--- src/rtl/keypad_scan_fifo.sv ---
// Matrix-keypad scanner: one-cold column drive, 2-FF row synchroniser, per-key debounce, show-ahead event FIFO.
// Optional feature macro: KEYPAD_RELEASE_EVENTS_EN (queue debounced releases with bit CODE_W-1 set).
module keypad_scan_fifo #(
    parameter int ROWS       = 4,
    parameter int COLS       = 4,
    parameter int SCAN_DIV   = 1000,
    parameter int DEBOUNCE   = 4,
    parameter int FIFO_DEPTH = 8,
    parameter int CODE_W     = 8
) (
    input  logic                              clk,
    input  logic                              rst,
    input  logic                              en,
    input  logic [ROWS-1:0]                   keypad_rows,
    output logic [COLS-1:0]                   keypad_cols,
    output logic [CODE_W-1:0]                 key_code,
    output logic                              key_valid,
    input  logic                              key_pop,
    output logic [$clog2(FIFO_DEPTH+1)-1:0]   fifo_count,
    output logic                              overflow,
    input  logic                              clr_ovf
);

    localparam int NKEYS = ROWS * COLS;
    localparam int IDX_W = (NKEYS > 1) ? $clog2(NKEYS) : 1;
    localparam int COL_W = (COLS > 1) ? $clog2(COLS) : 1;
    localparam int ROW_W = (ROWS > 1) ? $clog2(ROWS) : 1;
    localparam int DIV_W = $clog2(SCAN_DIV);
    localparam int DB_W  = $clog2(DEBOUNCE + 1);
    localparam int PTR_W = (FIFO_DEPTH > 1) ? $clog2(FIFO_DEPTH) : 1;
    localparam int CNT_W = $clog2(FIFO_DEPTH + 1);

    localparam logic [DIV_W-1:0] DIV_LAST = DIV_W'(SCAN_DIV - 1);
    localparam logic [COL_W-1:0] COL_LAST = COL_W'(COLS - 1);
    localparam logic [ROW_W-1:0] ROW_LAST = ROW_W'(ROWS - 1);
    localparam logic [DB_W-1:0]  DB_MAX   = DB_W'(DEBOUNCE);
    localparam logic [PTR_W-1:0] PTR_LAST = PTR_W'(FIFO_DEPTH - 1);
    localparam logic [CNT_W-1:0] DEPTH_C  = CNT_W'(FIFO_DEPTH);

    typedef enum logic [1:0] {
        ST_IDLE  = 2'd0,
        ST_DRIVE = 2'd1,
        ST_EMIT  = 2'd2
    } state_t;

    state_t            state_r;
    logic [COL_W-1:0]  col_r;
    logic [ROW_W-1:0]  row_r;
    logic [DIV_W-1:0]  div_r;
    logic [COLS-1:0]   cols_r;
    logic [ROWS-1:0]   rows_meta_r;
    logic [ROWS-1:0]   rows_sync_r;
    logic [ROWS-1:0]   samp_r;

    logic [DB_W-1:0]   db_cnt_r [NKEYS];
    logic [NKEYS-1:0]  pressed_r;

    logic [CODE_W-1:0] mem_r [FIFO_DEPTH];
    logic [PTR_W-1:0]  wr_ptr_r;
    logic [PTR_W-1:0]  rd_ptr_r;
    logic [CNT_W-1:0]  count_r;
    logic [CODE_W-1:0] key_code_r;
    logic              key_valid_r;
    logic              ovf_r;

    logic [IDX_W-1:0]  key_idx_s;
    logic              pressed_samp_s;
    logic [DB_W-1:0]   db_inc_s;
    logic              emit_act_s;
    logic              mismatch_s;
    logic              toggle_s;
    logic              push_s;
    logic [CODE_W-1:0] push_code_s;
    logic              pop_s;
    logic              full_s;
    logic              wr_s;
    logic              drop_s;
    logic [PTR_W-1:0]  rd_ptr_nxt_s;
    logic [CNT_W-1:0]  count_nxt_s;
    logic [CODE_W-1:0] head_nxt_s;
    logic [COL_W-1:0]  col_nxt_s;

    function automatic logic [COLS-1:0] col_drive(input logic [COL_W-1:0] c);
        logic [COLS-1:0] one_hot;
        one_hot    = {COLS{1'b0}};
        one_hot[c] = 1'b1;
        return ~one_hot;
    endfunction

    function automatic logic [PTR_W-1:0] ptr_inc(input logic [PTR_W-1:0] p);
        if (p == PTR_LAST) begin
            return {PTR_W{1'b0}};
        end else begin
            return p + PTR_W'(1);
        end
    endfunction

    assign keypad_cols = cols_r;
    assign key_code    = key_code_r;
    assign key_valid   = key_valid_r;
    assign fifo_count  = count_r;
    assign overflow    = ovf_r;

    // Debounce decision for the key addressed by the current EMIT row, plus FIFO next-state.
    always_comb begin
        key_idx_s      = IDX_W'(int'(row_r) * COLS + int'(col_r));
        pressed_samp_s = ~samp_r[row_r];
        db_inc_s       = db_cnt_r[key_idx_s] + DB_W'(1);
        emit_act_s     = (state_r == ST_EMIT) && en;
        mismatch_s     = (pressed_samp_s != pressed_r[key_idx_s]);
        toggle_s       = emit_act_s && mismatch_s && (db_inc_s == DB_MAX);
        col_nxt_s      = (col_r == COL_LAST) ? COL_W'(0) : col_r + COL_W'(1);

        push_code_s                 = {CODE_W{1'b0}};
        push_code_s[IDX_W-1:0]      = key_idx_s;
`ifdef KEYPAD_RELEASE_EVENTS_EN
        push_s                      = toggle_s;
        push_code_s[CODE_W-1]       = ~pressed_samp_s;
`else
        push_s                      = toggle_s && pressed_samp_s;
`endif

        pop_s        = key_pop && (count_r != {CNT_W{1'b0}});
        full_s       = (count_r == DEPTH_C);
        wr_s         = push_s && (!full_s || pop_s);
        drop_s       = push_s && full_s && !pop_s;
        rd_ptr_nxt_s = pop_s ? ptr_inc(rd_ptr_r) : rd_ptr_r;

        case ({wr_s, pop_s})
            2'b10:   count_nxt_s = count_r + CNT_W'(1);
            2'b01:   count_nxt_s = count_r - CNT_W'(1);
            default: count_nxt_s = count_r;
        endcase

        // The new head may be the entry being written this very cycle.
        if (count_nxt_s == {CNT_W{1'b0}}) begin
            head_nxt_s = {CODE_W{1'b0}};
        end else if (wr_s && (rd_ptr_nxt_s == wr_ptr_r)) begin
            head_nxt_s = push_code_s;
        end else begin
            head_nxt_s = mem_r[rd_ptr_nxt_s];
        end
    end

    // Two-flop synchroniser for the asynchronous row lines.
    always_ff @(posedge clk) begin
        if (!rst) begin
            rows_meta_r <= {ROWS{1'b1}};
            rows_sync_r <= {ROWS{1'b1}};
        end else begin
            rows_meta_r <= keypad_rows;
            rows_sync_r <= rows_meta_r;
        end
    end

    // Scan FSM: column drive, settle counter, row sample latch and EMIT row walk.
    always_ff @(posedge clk) begin
        if (!rst) begin
            state_r <= ST_IDLE;
            col_r   <= '0;
            row_r   <= '0;
            div_r   <= '0;
            samp_r  <= {ROWS{1'b1}};
            cols_r  <= {COLS{1'b1}};
        end else if (!en) begin
            state_r <= ST_IDLE;
            col_r   <= '0;
            row_r   <= '0;
            div_r   <= '0;
            cols_r  <= {COLS{1'b1}};
        end else begin
            case (state_r)
                ST_IDLE: begin
                    state_r <= ST_DRIVE;
                    col_r   <= '0;
                    div_r   <= '0;
                    cols_r  <= col_drive(COL_W'(0));
                end
                ST_DRIVE: begin
                    if (div_r == DIV_LAST) begin
                        samp_r  <= rows_sync_r;
                        row_r   <= '0;
                        state_r <= ST_EMIT;
                    end else begin
                        div_r <= div_r + DIV_W'(1);
                    end
                end
                ST_EMIT: begin
                    if (row_r == ROW_LAST) begin
                        row_r   <= '0;
                        div_r   <= '0;
                        col_r   <= col_nxt_s;
                        cols_r  <= col_drive(col_nxt_s);
                        state_r <= ST_DRIVE;
                    end else begin
                        row_r <= row_r + ROW_W'(1);
                    end
                end
                default: begin
                    state_r <= ST_IDLE;
                    col_r   <= '0;
                    row_r   <= '0;
                    div_r   <= '0;
                    cols_r  <= {COLS{1'b1}};
                end
            endcase
        end
    end

    // Per-key debounce counters and debounced pressed state.
    always_ff @(posedge clk) begin
        if (!rst) begin
            for (int k = 0; k < NKEYS; k++) begin
                db_cnt_r[k] <= '0;
            end
            pressed_r <= '0;
        end else if (emit_act_s) begin
            if (!mismatch_s) begin
                db_cnt_r[key_idx_s] <= '0;
            end else if (toggle_s) begin
                db_cnt_r[key_idx_s]  <= '0;
                pressed_r[key_idx_s] <= pressed_samp_s;
            end else begin
                db_cnt_r[key_idx_s] <= db_inc_s;
            end
        end
    end

    // Event FIFO storage; pointers guard it so it needs no reset.
    always_ff @(posedge clk) begin
        if (rst && wr_s) begin
            mem_r[wr_ptr_r] <= push_code_s;
        end
    end

    // FIFO pointers, occupancy, registered show-ahead head and sticky overflow.
    always_ff @(posedge clk) begin
        if (!rst) begin
            wr_ptr_r    <= '0;
            rd_ptr_r    <= '0;
            count_r     <= '0;
            key_code_r  <= '0;
            key_valid_r <= 1'b0;
            ovf_r       <= 1'b0;
        end else begin
            if (wr_s) begin
                wr_ptr_r <= ptr_inc(wr_ptr_r);
            end
            rd_ptr_r    <= rd_ptr_nxt_s;
            count_r     <= count_nxt_s;
            key_code_r  <= head_nxt_s;
            key_valid_r <= (count_nxt_s != {CNT_W{1'b0}});
            if (drop_s) begin
                ovf_r <= 1'b1;
            end else if (clr_ovf) begin
                ovf_r <= 1'b0;
            end
        end
    end

endmodule
--- config.mk ---
export PLATFORM = sky130hd
export DESIGN_NAME = keypad_scan_fifo
export DESIGN_NICKNAME = d
export VERILOG_FILES = /design/src/rtl/keypad_scan_fifo.sv
export SDC_FILE = /design/constraint.sdc
export NUM_CORES = 1
export LEC_CHECK = 0
export ABC_CLOCK_PERIOD_IN_PS = 4600
export CAP_MARGIN = 20
export CORE_AREA = 2 2 134 136
export DETAILED_ROUTE_END_ITERATION = 10
export DIE_AREA = 0 0 136 138
export DONT_BUFFER_PORTS = 1
export GPL_ROUTABILITY_DRIVEN = 0
export HOLD_SLACK_MARGIN = 0.03
export PLACE_DENSITY = 0.55
export REMOVE_ABC_BUFFERS = 1
export SLEW_MARGIN = 15
export SYNTH_ARGS = -nofsm -noshare
export SYNTH_HDL_FRONTEND = slang
export SYNTH_SLANG_ARGS = --single-unit
--- constraint.sdc ---
create_clock -name clk -period 4.6 [get_ports clk]
set_input_delay 0.69 -clock clk [delete_from_list [all_inputs] [get_ports clk]]
set_output_delay 0.69 -clock clk [all_outputs]
set_load 0.02 [all_outputs]
======== Word level (Yosys, flattened, before mapping) ========
Memories as Yosys holds them, arrays and structs flattened. A register that Yosys moved wholly into a read port is not among the register bits.
Cells that the tools add are included.
storage, ports and cells
  bits of input ports ..................... 9
  memories kept ........................... 2
  output and inout bits ................... 18
  word-level logic and storage cells ...... 135
  bits in latches ......................... 0
  bits in read-only memories .............. 0
  bits in registers ....................... 64
  RAM bits ................................ 80
memories
  name      words  width  read ports  clocked after memory_dff  write ports  RTL line  source
  db_cnt_r  16     3      1           0                         16           55        logic [DB_W-1:0] db_cnt_r [NKEYS];
  mem_r     8      4      1           1                         1            58        logic [CODE_W-1:0] mem_r [FIFO_DEPTH];
cells by class
  magnitude comparators ................... 5
  div/mod/pow operators ................... 0
  multipliers ............................. 0
  $add $sub $neg .......................... 9
  multiplexer cells ....................... 51
  reduce and logical (&&, ||, !) cells .... 30
  equality and inequality tests ........... 16
  bitwise operators ....................... 7
  shift operators ......................... 0
operators with widths
  cell                                                                  count
  1-bit 2-to-1 mux                                                      24
  10-bit 2-to-1 mux                                                     2
  10-bit case mux with 2 select lines                                   1
  3-bit 2-to-1 mux                                                      6
  16-bit bitwise mux                                                    1
  1-bit logical AND                                                     12
  2-bit 2-to-1 mux                                                      6
  2-bit case mux with 3 select lines                                    2
  4-bit case mux with 3 select lines                                    1
  10-bit by 1-bit adder with 10-bit output, second input constant       1
  10-bit == test, second input constant                                 1
  2-bit AND reduction                                                   5
  3-bit by 1-bit adder with 3-bit output, second input constant         3
  3-bit == test, second input constant                                  3
  2-bit == test, second input constant                                  4
  4-bit 2-to-1 mux                                                      2
  4-bit case mux with 2 select lines                                    1
  4-bit nonzero test                                                    2
  2-bit by 3-bit < comparator with 1-bit output, second input constant  2
  3-bit AND reduction                                                   2
  3-bit OR reduction                                                    2
  4-bit by 5-bit < comparator with 1-bit output, second input constant  1
  2-bit by 1-bit adder with 2-bit output, second input constant         2
  4-bit by 1-bit adder with 4-bit output, second input constant         1
  24 further kinds                                                      31

======== Depth between registers and ports, before layout ========
Gate-level depths: netlist of run 1.
  word-level depth ........................ 15
  mapped depth ............................ 17
  depth with buffers taken out ............ 15

======== Worst setup path after synthesis of run 1 ========
No wires, ideal clock.
  path type ............................... register -> register
  from .................................... register col_r[0]
  to ...................................... register key_code_r[0] (netlist: key_code[0]), read port of mem_r
  library setup time ...................... 0.091 ns
  arrival ................................. 4.403 ns
  setup slack ............................. 0.106 ns
  buffers on the path ..................... 2
  stages on the path, launching flop included .. 17
  clock period less this slack ............ 4.494 ns
  cells stage by stage .................... dfxtp_1 -> buf_6 -> buf_2 -> mux4_2 -> mux4_2 -> ha_1 -> nand3b_1 -> mux2i_1 -> o211ai_1 -> ha_1 -> ha_1 -> a21o_1 -> a21oi_1 -> xnor2_1 -> nor2b_1 -> o211ai_1 -> a311oi_1
between the ends
  word-level cells in the longest chain between the ends .. 12
  elaborated cells on any way between the ends .. 16
  classes of those cells .................. add/sub (2); eq/ne (4); mux (3); reduce/logical (6); memory (1)
ends and longest elaborated chain
  what                                                                       RTL line  source
  from (decl)                                                                47        logic [COL_W-1:0] col_r;
  from (signal assigned)                                                     192       col_r <= col_nxt_s;
  4-bit by 2-bit adder with 4-bit output (*)                                 106       key_idx_s = IDX_W'(int'(row_r) * COLS + int'(col_r));
  branches (longest 4 deep; another with memory 16 x 3 bit)                  -
  1-bit logical AND (*)                                                      111       toggle_s = emit_act_s && mismatch_s && (db_inc_s == DB_MAX);
  1-bit logical AND (*)                                                      120       push_s = toggle_s && pressed_samp_s;
  1-bit logical AND (*)                                                      125       wr_s = push_s && (!full_s || pop_s);
  2-bit by 1-bit == test with 1-bit output or 2-bit == test (tied branches)  129       case ({wr_s, pop_s})
  4-bit case mux with 2 select lines (*)                                     129
  4-bit logical NOT (*)                                                      136       if (count_nxt_s == {CNT_W{1'b0}}) begin
  2-bit OR reduction (no line) (*)                                           -
  to (decl)                                                                  62        logic [CODE_W-1:0] key_code_r;
Mark *: on every way between the ends. The select of a mux whose other input is x is not followed.
A chain may end at the register's enable or synchronous reset.

======== Worst setup path after layout of run 1 ========
  from .................................... register col_r[1]
  to ...................................... register key_code_r[3] (netlist: key_code[3]), read port of mem_r
Same word-level chain as after synthesis.

==> flow_metrics.tcl, run 1 <==
set metrics [dict create \
    drt_iter0_markers 311 \
    coreArea_mm2 0.0175 \
    worstMarginPinSlew_ns 0.974 \
    synthArstFlopShare 0 \
    startpoint "col_r[1]$_SDFFE_PN0P_" \
    cts_buffer_depth 2 \
    peakVddDrop_v 0.000300 \
    drt-total-wl_mm 15.0 \
    layoutNonFillerInstCount 847 \
    finalSetupViolations 0 \
    ys_ff_latch 144 \
    rows 49 \
    cts-root-buf "clkbuf_16" \
    fin_nets 635 \
    power.leakage_nw 2.59 \
    cts_buffers 17 \
    drt_pass1_iterations 5 \
    cts.sinks 144 \
    initial_utilization 0.387 \
    slew_viol_final 0 \
    post-route-min-period_ns 4.42 \
    diodes 0 \
    tritoncts "done" \
    timing.final.crit_share 0.961 \
    worst_ep_required_time_ns 4.92 \
    cts-htree-levels 4 \
    ys_warn_count 0 \
    clk-insertion-delay-late_ns 0.43 \
    synth_cell_type_count 53 \
    antenna_found_initial 0 \
    hpwl_mm 10.1 \
    ys_seq_area_frac 0.543 \
    cp.arrival_ns 4.75 \
    worstHoldStart "keypad_rows[3]" \
    layout_common_cells "nand2_1 (89), nor2_1 (81), edfxtp_1 (80), dfxtp_1 (63), mux2i_1 (40)" \
    die_y_um 138 \
    nFillCells 1685 \
    hp-class "input pin to flop" \
    clock_skew_ns 0.0144 \
    area_growth_pct 12.0 \
    worst_setup_path_start_kind "flop" \
    synth_top_cell_by_area "edfxtp_1" \
    num_vias 4509 \
    crit_path_end_kind "flop" \
    synth_edf_count 80 \
    syn-instance-count 609 \
    synth.top_cell.area_share 0.354 \
    antenna_left 0 \
    grt_max_degree 51 \
    ios 27 \
    portBuffers 0 \
    reg2regPathDepth 15 \
    ys.flop_type "edfxtp_1" \
    wl_per_cell_um 17.7 \
    syn-cell-area_mm2 0.00678 \
    die_w_um 136 \
    viasPerCell 5.32 \
    drive_above_1_share 0.120 \
    cellPowerDensity_mw_per_mm2 399 \
    endpoint "key_code[3]$_SDFF_PP0_" \
    slew-limit-headroom 0.338 \
    rrSetupSlack_ns 0.18 \
    hold_slack_ns 0.359 \
    final_common_cell "nand2_1" \
    dieArea_mm2 0.0188 \
    maxCapViolations 0 \
    synthTopCellsByArea "edfxtp_1 (35%), dfxtp_1 (19%), mux2i_1 (6.1%)" \
    place_inst 811 \
    hold_viol 0 \
    grt_pass1_vias 4447 \
    fmax_mhz 226 \
    drcViolationCount 0 \
    path_clk_slew_ns 0.06 \
    r2r_end "key_code[3]$_SDFF_PP0_" \
    r2r_start "col_r[1]$_SDFFE_PN0P_" \
    cp_max_fo 11 \
    grt_pass1_wl_mm 24.1 \
    overflow 0 \
    grt_usage 0.168 \
    worstSetupPathType "flop to flop" \
    ctsHoldBuffers 0 \
    syn_area_per_cell_um2 11.1 \
    status "completed" \
]
## repair_timing
action / in CTS / in global routing
pin swaps: 1 / 1
setup endpoints to repair: 5 / 4
gates cloned: 0 / 0
gates resized for setup: 1 / 1
buffers inserted: 1 / 3
## per-stage QoR
stage	utilization	setup TNS [ns]	setup WS, ns	area (um^2)	total power [mW]
6_report	0.433	0	0.178	7590	3.03
5_1_grt	0.433	-0.0118	-0.0118	7590	3.13
4_1_cts	0.431	0	0.0802	7570	3.05
3_5_place_dp	0.397	-0.350	-0.0921	6960	1.69
3_3_place_gp	0.397	0	0.0830	6960	1.68
2_1_floorplan	-	-1.39	-0.291	6580	1.63
## how the worst min path moves through the flow
| stage | to | slack, ns | cells after the start |
|---|---|---|---|
| finish | rows_meta_r[3]$_SDFF_PN1_ | 0.36 | 1 |
| global placement | rows_sync_r[2]$_SDFF_PN1_ | 0.39 | 1 |
| detailed placement | rows_sync_r[2]$_SDFF_PN1_ | 0.39 | 1 |
| CTS | samp_r[0]$_SDFFE_PN1P_ | 0.33 | 1 |
| floorplan | rows_sync_r[0]$_SDFF_PN1_ | 0.39 | 1 |
| global route | samp_r[1]$_SDFFE_PN1P_ | 0.35 | 1 |
## final cells by class
type,instances,area [um^2],area share
clock buffers,22,528,0.0695
clock inverters,10,67.6,0.00890
inverters,11,41.3,0.00544
multi-input cells,415,2860,0.377
flip-flops and latches,144,3690,0.486
well taps,229,287,0.0377
repair buffers,16,120,0.0158
## registers in the layout (all words and copies together) (netlist names), 2 cells and up
name / cells
wr_ptr_r: 3
row_r: 2
state_r: 2
rd_ptr_r: 3
rows_meta_r: 4
key_code: 4
keypad_cols: 4
db_cnt_r: 48
fifo_count: 4
div_r: 10
rows_sync_r: 4
mem_r: 32
col_r: 2
pressed_r: 16
samp_r: 4
## per-layer routing
| metal | vias up | track usage | share of wire |
|---|---|---|---|
| li1 | 2168 | - | - |
| met1 | 2194 | 0.217 | 0.44 |
| met2 | 126 | 0.269 | 0.49 |
| met3 | 21 | 0.0433 | 0.047 |
| met4 | 0 | 0.0641 | 0.020 |
| met5 | - | 0 | 0 |
## synth_stat cells, types with 3 or more instances
master    count
a211oi_1      5
a21oi_1      19
a221oi_1      8
a311oi_1      4
and3_1       10
buf_1         6
buf_2        13
buf_4         5
clkbuf_1     16
dfxtp_1      64
edfxtp_1     80
ha_1         20
inv_1        10
mux2_2        3
mux2i_1      41
mux4_2       16
nand2_1      89
nand2b_1     15
nand3_1       7
nand3b_1      4
nand4_1       3
nand4b_1      3
nor2_1       81
nor2b_1       4
nor3_1       19
nor3b_1       4
o21ai_0       8
o311ai_0      3
o41ai_1       3
or3_1         3
xnor2_1       8
xor2_1        7
## kinds of logic after synthesis
logic type,Yosys count,share of synthesized area
flip-flops,144,0.543
buffers and inverters,53,0.0367
AO/OA/AOI/OAI,63,0.0674
adder cells (fa/ha/maj),21,0.0399
XOR/XNOR,15,0.0194
AND/OR/NAND/NOR,250,0.170
other,1,0.000553
multiplexers,62,0.123
## power by group
group,total [mW],internal (mW),switching [mW]
registers,1.44,1.39,0.0470
clock network,1.36,0.816,0.546
logic,0.231,0.0946,0.136
## critical path, cell delays in order (launching register included)
cell	delay, ns
dfxtp_1	0.62
mux4_2	0.38
mux4_2	0.53
ha_1	0.28
nand3b_1	0.19
mux2i_2	0.23
o211ai_1	0.22
ha_1	0.32
inv_1	0.09
fa_1	0.41
nor2b_1	0.16
a32o_1	0.29
nand4b_1	0.08
o211ai_1	0.09
buf_4	0.17
a311oi_1	0.24
No activity file was read; power rests on OpenSTA's default activity.
==> run 2, diff against run 1 <==
--- a/config.mk
+++ b/config.mk
@@ -12,6 +12,7 @@
 export DIE_AREA = 0 0 136 138
 export DONT_BUFFER_PORTS = 1
 export GPL_ROUTABILITY_DRIVEN = 0
+export GPL_TIMING_DRIVEN = 0
 export HOLD_SLACK_MARGIN = 0.03
 export PLACE_DENSITY = 0.55
 export REMOVE_ABC_BUFFERS = 1
==> flow_metrics.tcl, run 2 (same netlist as run 1, synthesis figures left out) <==
set metrics [dict create \
    status "completed" \
    grt_pass1_vias 4572 \
    cp.arrival_ns 4.72 \
    initial_utilization 0.387 \
    final_common_cell "nand2_1" \
    hp-class "input pin to flop" \
    grt_pass1_wl_mm 23.9 \
    timing.final.crit_share 0.955 \
    worstMarginPinSlew_ns 0.938 \
    die_w_um 136 \
    hpwl_mm 9.68 \
    slew-limit-headroom 0.362 \
    num_vias 4502 \
    rows 49 \
    drt-total-wl_mm 14.7 \
    drcViolationCount 0 \
    diodes 0 \
    finalSetupViolations 0 \
    wl_per_cell_um 17.5 \
    cts.sinks 144 \
    nFillCells 1666 \
    cts-root-buf "clkbuf_16" \
    worst_ep_required_time_ns 4.93 \
    cts_buffer_depth 2 \
    grt_max_degree 51 \
    drt_iter0_markers 317 \
    ios 27 \
    clock_skew_ns 0.00800 \
    coreArea_mm2 0.0175 \
    cts_buffers 17 \
    worstSetupPathType "flop to flop" \
    portBuffers 0 \
    die_y_um 138 \
    worst_setup_path_start_kind "flop" \
    grt_usage 0.167 \
    hold_viol 0 \
    layout_common_cells "nand2_1 (89), nor2_1 (81), edfxtp_1 (80), dfxtp_1 (61), mux2i_1 (39)" \
    maxCapViolations 0 \
    overflow 0 \
    fin_nets 628 \
    antenna_left 0 \
    cellPowerDensity_mw_per_mm2 390 \
    fmax_mhz 228 \
    cp_max_fo 14 \
    post-route-min-period_ns 4.39 \
    ctsHoldBuffers 0 \
    hold_slack_ns 0.363 \
    drive_above_1_share 0.128 \
    utilization 0.433 \
    area_growth_pct 12.0 \
    viasPerCell 5.36 \
    tritoncts "done" \
    largest_register_ffs 48 \
    crit_path_end_kind "flop" \
    power.leakage_nw 2.55 \
    dieArea_mm2 0.0188 \
    tns_ns 0 \
    antenna_found_initial 0 \
    clk-insertion-delay-late_ns 0.43 \
    biggestRegsByFlops "db_cnt_r x48, mem_r x32, pressed_r x16" \
    cts-htree-levels 4 \
    peakVddDrop_v 0.000268 \
    drt_pass1_iterations 5 \
    path_clk_slew_ns 0.06 \
    slew_viol_final 0 \
    regMostFlops "db_cnt_r" \
]
-- run 2: report_power, final --
part	internal, mW	switching (mW)
combinational	0.100	0.147
sequential	1.39	0.0446
clock	0.726	0.555
-- run 2: metal layers --
layer,part of all wire,global-route usage,routed length (um),vias up
met4,0.016,0.0559,231,0
li1,-,-,-,2174
met2,0.49,0.272,7230,81
met3,0.041,0.0499,605,17
met1,0.45,0.210,6670,2230
met5,0,0,0,-
-- run 2: what timing repair did --
| item | CTS | global route |
|---|---|---|
| pin swaps | 2 | 1 |
| setup buffers | 4 | 1 |
| setup endpoints to repair | 50 | 4 |
| resized for setup | 7 | 7 |
| gates cloned | 1 | 0 |
-- run 2: area by class of cell --
cell class | count | area, um^2 | area share
Sequential cell | 144 | 3690 | 0.486
Clock buffer | 18 | 450 | 0.0593
Multi-Input combinational cell | 415 | 2900 | 0.383
Tap cell | 229 | 287 | 0.0378
Clock inverter | 14 | 101 | 0.0134
Timing Repair Buffer | 9 | 113 | 0.0148
Inverter | 11 | 42.5 | 0.00561
-- run 2: worst max-delay path: stages, from the launching register on --
cell,delay (ns)
dfxtp_4,0.37
buf_12,0.17
mux4_2,0.53
mux4_2,0.53
ha_1,0.28
nand3b_1,0.12
mux2i_2,0.11
o211ai_1,0.31
ha_2,0.28
inv_1,0.06
fa_1,0.43
nor2b_1,0.16
a32o_1,0.29
nand4b_1,0.09
o211ai_1,0.09
buf_4,0.18
a311oi_2,0.28
-- run 2: worst paths after layout --
check | startpoint | endpoint | slack, ns | depth (start not counted)
max | col_r[0]$_SDFFE_PN0P_ | key_code[0]$_SDFF_PP0_ | 0.21 | 16
min | keypad_rows[1] | rows_meta_r[1]$_SDFF_PN1_ | 0.36 | 1
max reg2reg | col_r[0]$_SDFFE_PN0P_ | key_code[0]$_SDFF_PP0_ | 0.21 | 16
min reg2reg | rows_meta_r[2]$_SDFF_PN1_ | rows_sync_r[2]$_SDFF_PN1_ | 0.41 | 1
-- run 2: stage by stage --
step                total power, mW  cells  area [um^2]  worst slack (ns)
floorplan                      1.63    570         6580            -0.291
global placement               1.68    799         6870             -1.34
detailed placement             1.68    802         6920            -0.836
CTS                            2.97    839         7560            0.0131
global route                   3.08    840         7590           -0.0182
finish                         2.96    840         7590             0.208
==> run 3, diff against run 2 <==
--- a/config.mk
+++ b/config.mk
@@ -15,7 +15,6 @@
 export GPL_TIMING_DRIVEN = 0
 export HOLD_SLACK_MARGIN = 0.03
 export PLACE_DENSITY = 0.55
-export REMOVE_ABC_BUFFERS = 1
 export SLEW_MARGIN = 15
 export SYNTH_ARGS = -nofsm -noshare
 export SYNTH_HDL_FRONTEND = slang
==> flow_metrics.tcl, run 3 (same netlist as run 1, synthesis figures left out) <==
set metrics [dict create \
    diodes 0 \
    drt-total-wl_mm 15.8 \
    grt_max_degree 17 \
    maxCapViolations 0 \
    tns_ns 0 \
    cts_buffers 17 \
    slew-limit-headroom 0.552 \
    rsz0062_at_grt "no" \
    fin_nets 674 \
    regMostFlops "db_cnt_r" \
    cts-htree-levels 4 \
    overflow 0 \
    p_seq_frac 0.465 \
    post-route-min-period_ns 4.40 \
    die_w_um 136 \
    timing.final.crit_share 0.956 \
    fmax_mhz 227 \
    hold_viol 0 \
    worst_setup_path_start_kind "flop" \
    grt_pass1_vias 4633 \
    drt_iter0_markers 400 \
    ctsHoldBuffers 0 \
    tritoncts "done" \
    cts-root-buf "clkbuf_16" \
    finalSetupViolations 0 \
    portBuffers 0 \
    wl_per_cell_um 17.9 \
    grt_usage 0.176 \
    hold_slack_ns 0.361 \
    status "completed" \
    path_clk_slew_ns 0.06 \
    cellPowerDensity_mw_per_mm2 391 \
    comb_power_share 0.090 \
    coreArea_mm2 0.0175 \
    p_sw_mw 0.728 \
    final_common_cell "nand2_1" \
    die_y_um 138 \
    initial_utilization 0.387 \
    num_vias 4709 \
    worstMarginPinSlew_ns 0.654 \
    drcViolationCount 0 \
    whs_path_depth 1 \
    intPower_mw 2.35 \
    cts_buffer_depth 2 \
    slew_viol_final 0 \
    largest_register_ffs 48 \
    drive_above_1_share 0.152 \
    reg2regPathDepth 16 \
    worst_ep_required_time_ns 4.93 \
    antenna_found_initial 0 \
    cp.arrival_ns 4.72 \
    peakVddDrop_v 0.000268 \
    hpwl_mm 11.1 \
    ios 27 \
    hp-class "input pin to flop" \
    swShare 0.237 \
    biggestRegsByFlops "db_cnt_r x48, mem_r x32, pressed_r x16" \
    rows 49 \
    layout_common_cells "nand2_1 (89), nor2_1 (81), edfxtp_1 (80), dfxtp_1 (61), mux2i_1 (39)" \
    antenna_left 0 \
    cp_max_fo 15 \
    clock_skew_ns 0.00620 \
    crit_path_end_kind "flop" \
    cts.sinks 144 \
    drt_pass1_iterations 5 \
    clock_power_share 0.445 \
    viasPerCell 5.32 \
    worstSetupPathType "flop to flop" \
    power.leakage_nw 2.70 \
    grt_pass1_wl_mm 24.9 \
    area_growth_pct 16.3 \
    clk-insertion-delay-late_ns 0.43 \
    dieArea_mm2 0.0188 \
]
==> run 3: changes by cell type in the layout (fill, tap and decap cells not counted), sizes merged <==
cell,before,now
inv,17,12
bufinv,0,1
bufbuf,1,0
clkinvlp,0,1
buf,8,40
clkinv,8,4
clkbuf,18,39
==> run 3: timing repair <==
action	in CTS	in global routing
endpoints found under the setup margin	16	4
pin swaps	2	3
gates resized for setup	18	12
buffers inserted	3	11
==> run 3: final cells by class <==
type / instances / area (um^2)
clock buffer: 24 / 526
buffer: 41 / 225
multi-input combinational: 415 / 2940
clock inverter: 7 / 68.8
fill: 1684 / 9650
timing repair buffer: 14 / 105
inverter: 11 / 42.5
tap: 229 / 287
sequential: 144 / 3690
==> run 3: through the flow <==
step / total power, mW / instances / util / instance area [um^2] / setup slack [ns]
after detailed placement: 1.70 / 841 / 0.404 / 7080 / -1.03
after floorplan: 1.64 / 612 / - / 6790 / 0.106
after global routing: 3.20 / 885 / 0.450 / 7880 / 0.0206
after global placement: 1.69 / 841 / 0.404 / 7080 / -0.880
after CTS: 3.08 / 875 / 0.442 / 7750 / 0.00856
final: 3.08 / 885 / 0.450 / 7880 / 0.203
==> run 3: metal layers <==
| metal | wire length, um | part of all wire | vias up | track usage |
|---|---|---|---|---|
| met4 | 274 | 0.017 | 0 | 0.0674 |
| met2 | 7750 | 0.49 | 113 | 0.283 |
| met5 | 0 | 0 | - | 0 |
| li1 | - | - | 2257 | - |
| met1 | 7130 | 0.45 | 2320 | 0.228 |
| met3 | 679 | 0.043 | 19 | 0.0436 |
==> run 3: final timing paths <==
path                          endpoint  slack, ns                 startpoint
max reg2reg     key_code[0]$_SDFF_PP0_       0.20      col_r[1]$_SDFFE_PN0P_
max             key_code[0]$_SDFF_PP0_       0.20      col_r[1]$_SDFFE_PN0P_
min reg2reg  rows_sync_r[1]$_SDFF_PN1_       0.41  rows_meta_r[1]$_SDFF_PN1_
min          rows_meta_r[2]$_SDFF_PN1_       0.36             keypad_rows[2]
==> run 3: power by group through the flow <==
stage          Sequential, mW  Combinational [mW]  Clock (mW)
2_1_floorplan            1.45               0.186           0
3_3_place_gp             1.46               0.227           0
3_5_place_dp             1.46               0.237           0
4_1_cts                  1.43               0.253        1.39
5_1_grt                  1.44               0.304        1.46
6_report                 1.43               0.278        1.37
==> run 3: critical path: stages, from the launching register on <==
cell and delay (ns):
dfxtp_4 0.47, buf_4 0.26, mux4_2 0.34, mux4_2 0.59, ha_4 0.22, nand3b_1 0.16
mux2i_2 0.22, o211ai_1 0.18, ha_2 0.23, inv_1 0.07, fa_1 0.40, nor2b_1 0.15
a32o_1 0.30, nand4b_1 0.09, o211ai_1 0.09, buf_4 0.21, a311oi_4 0.28
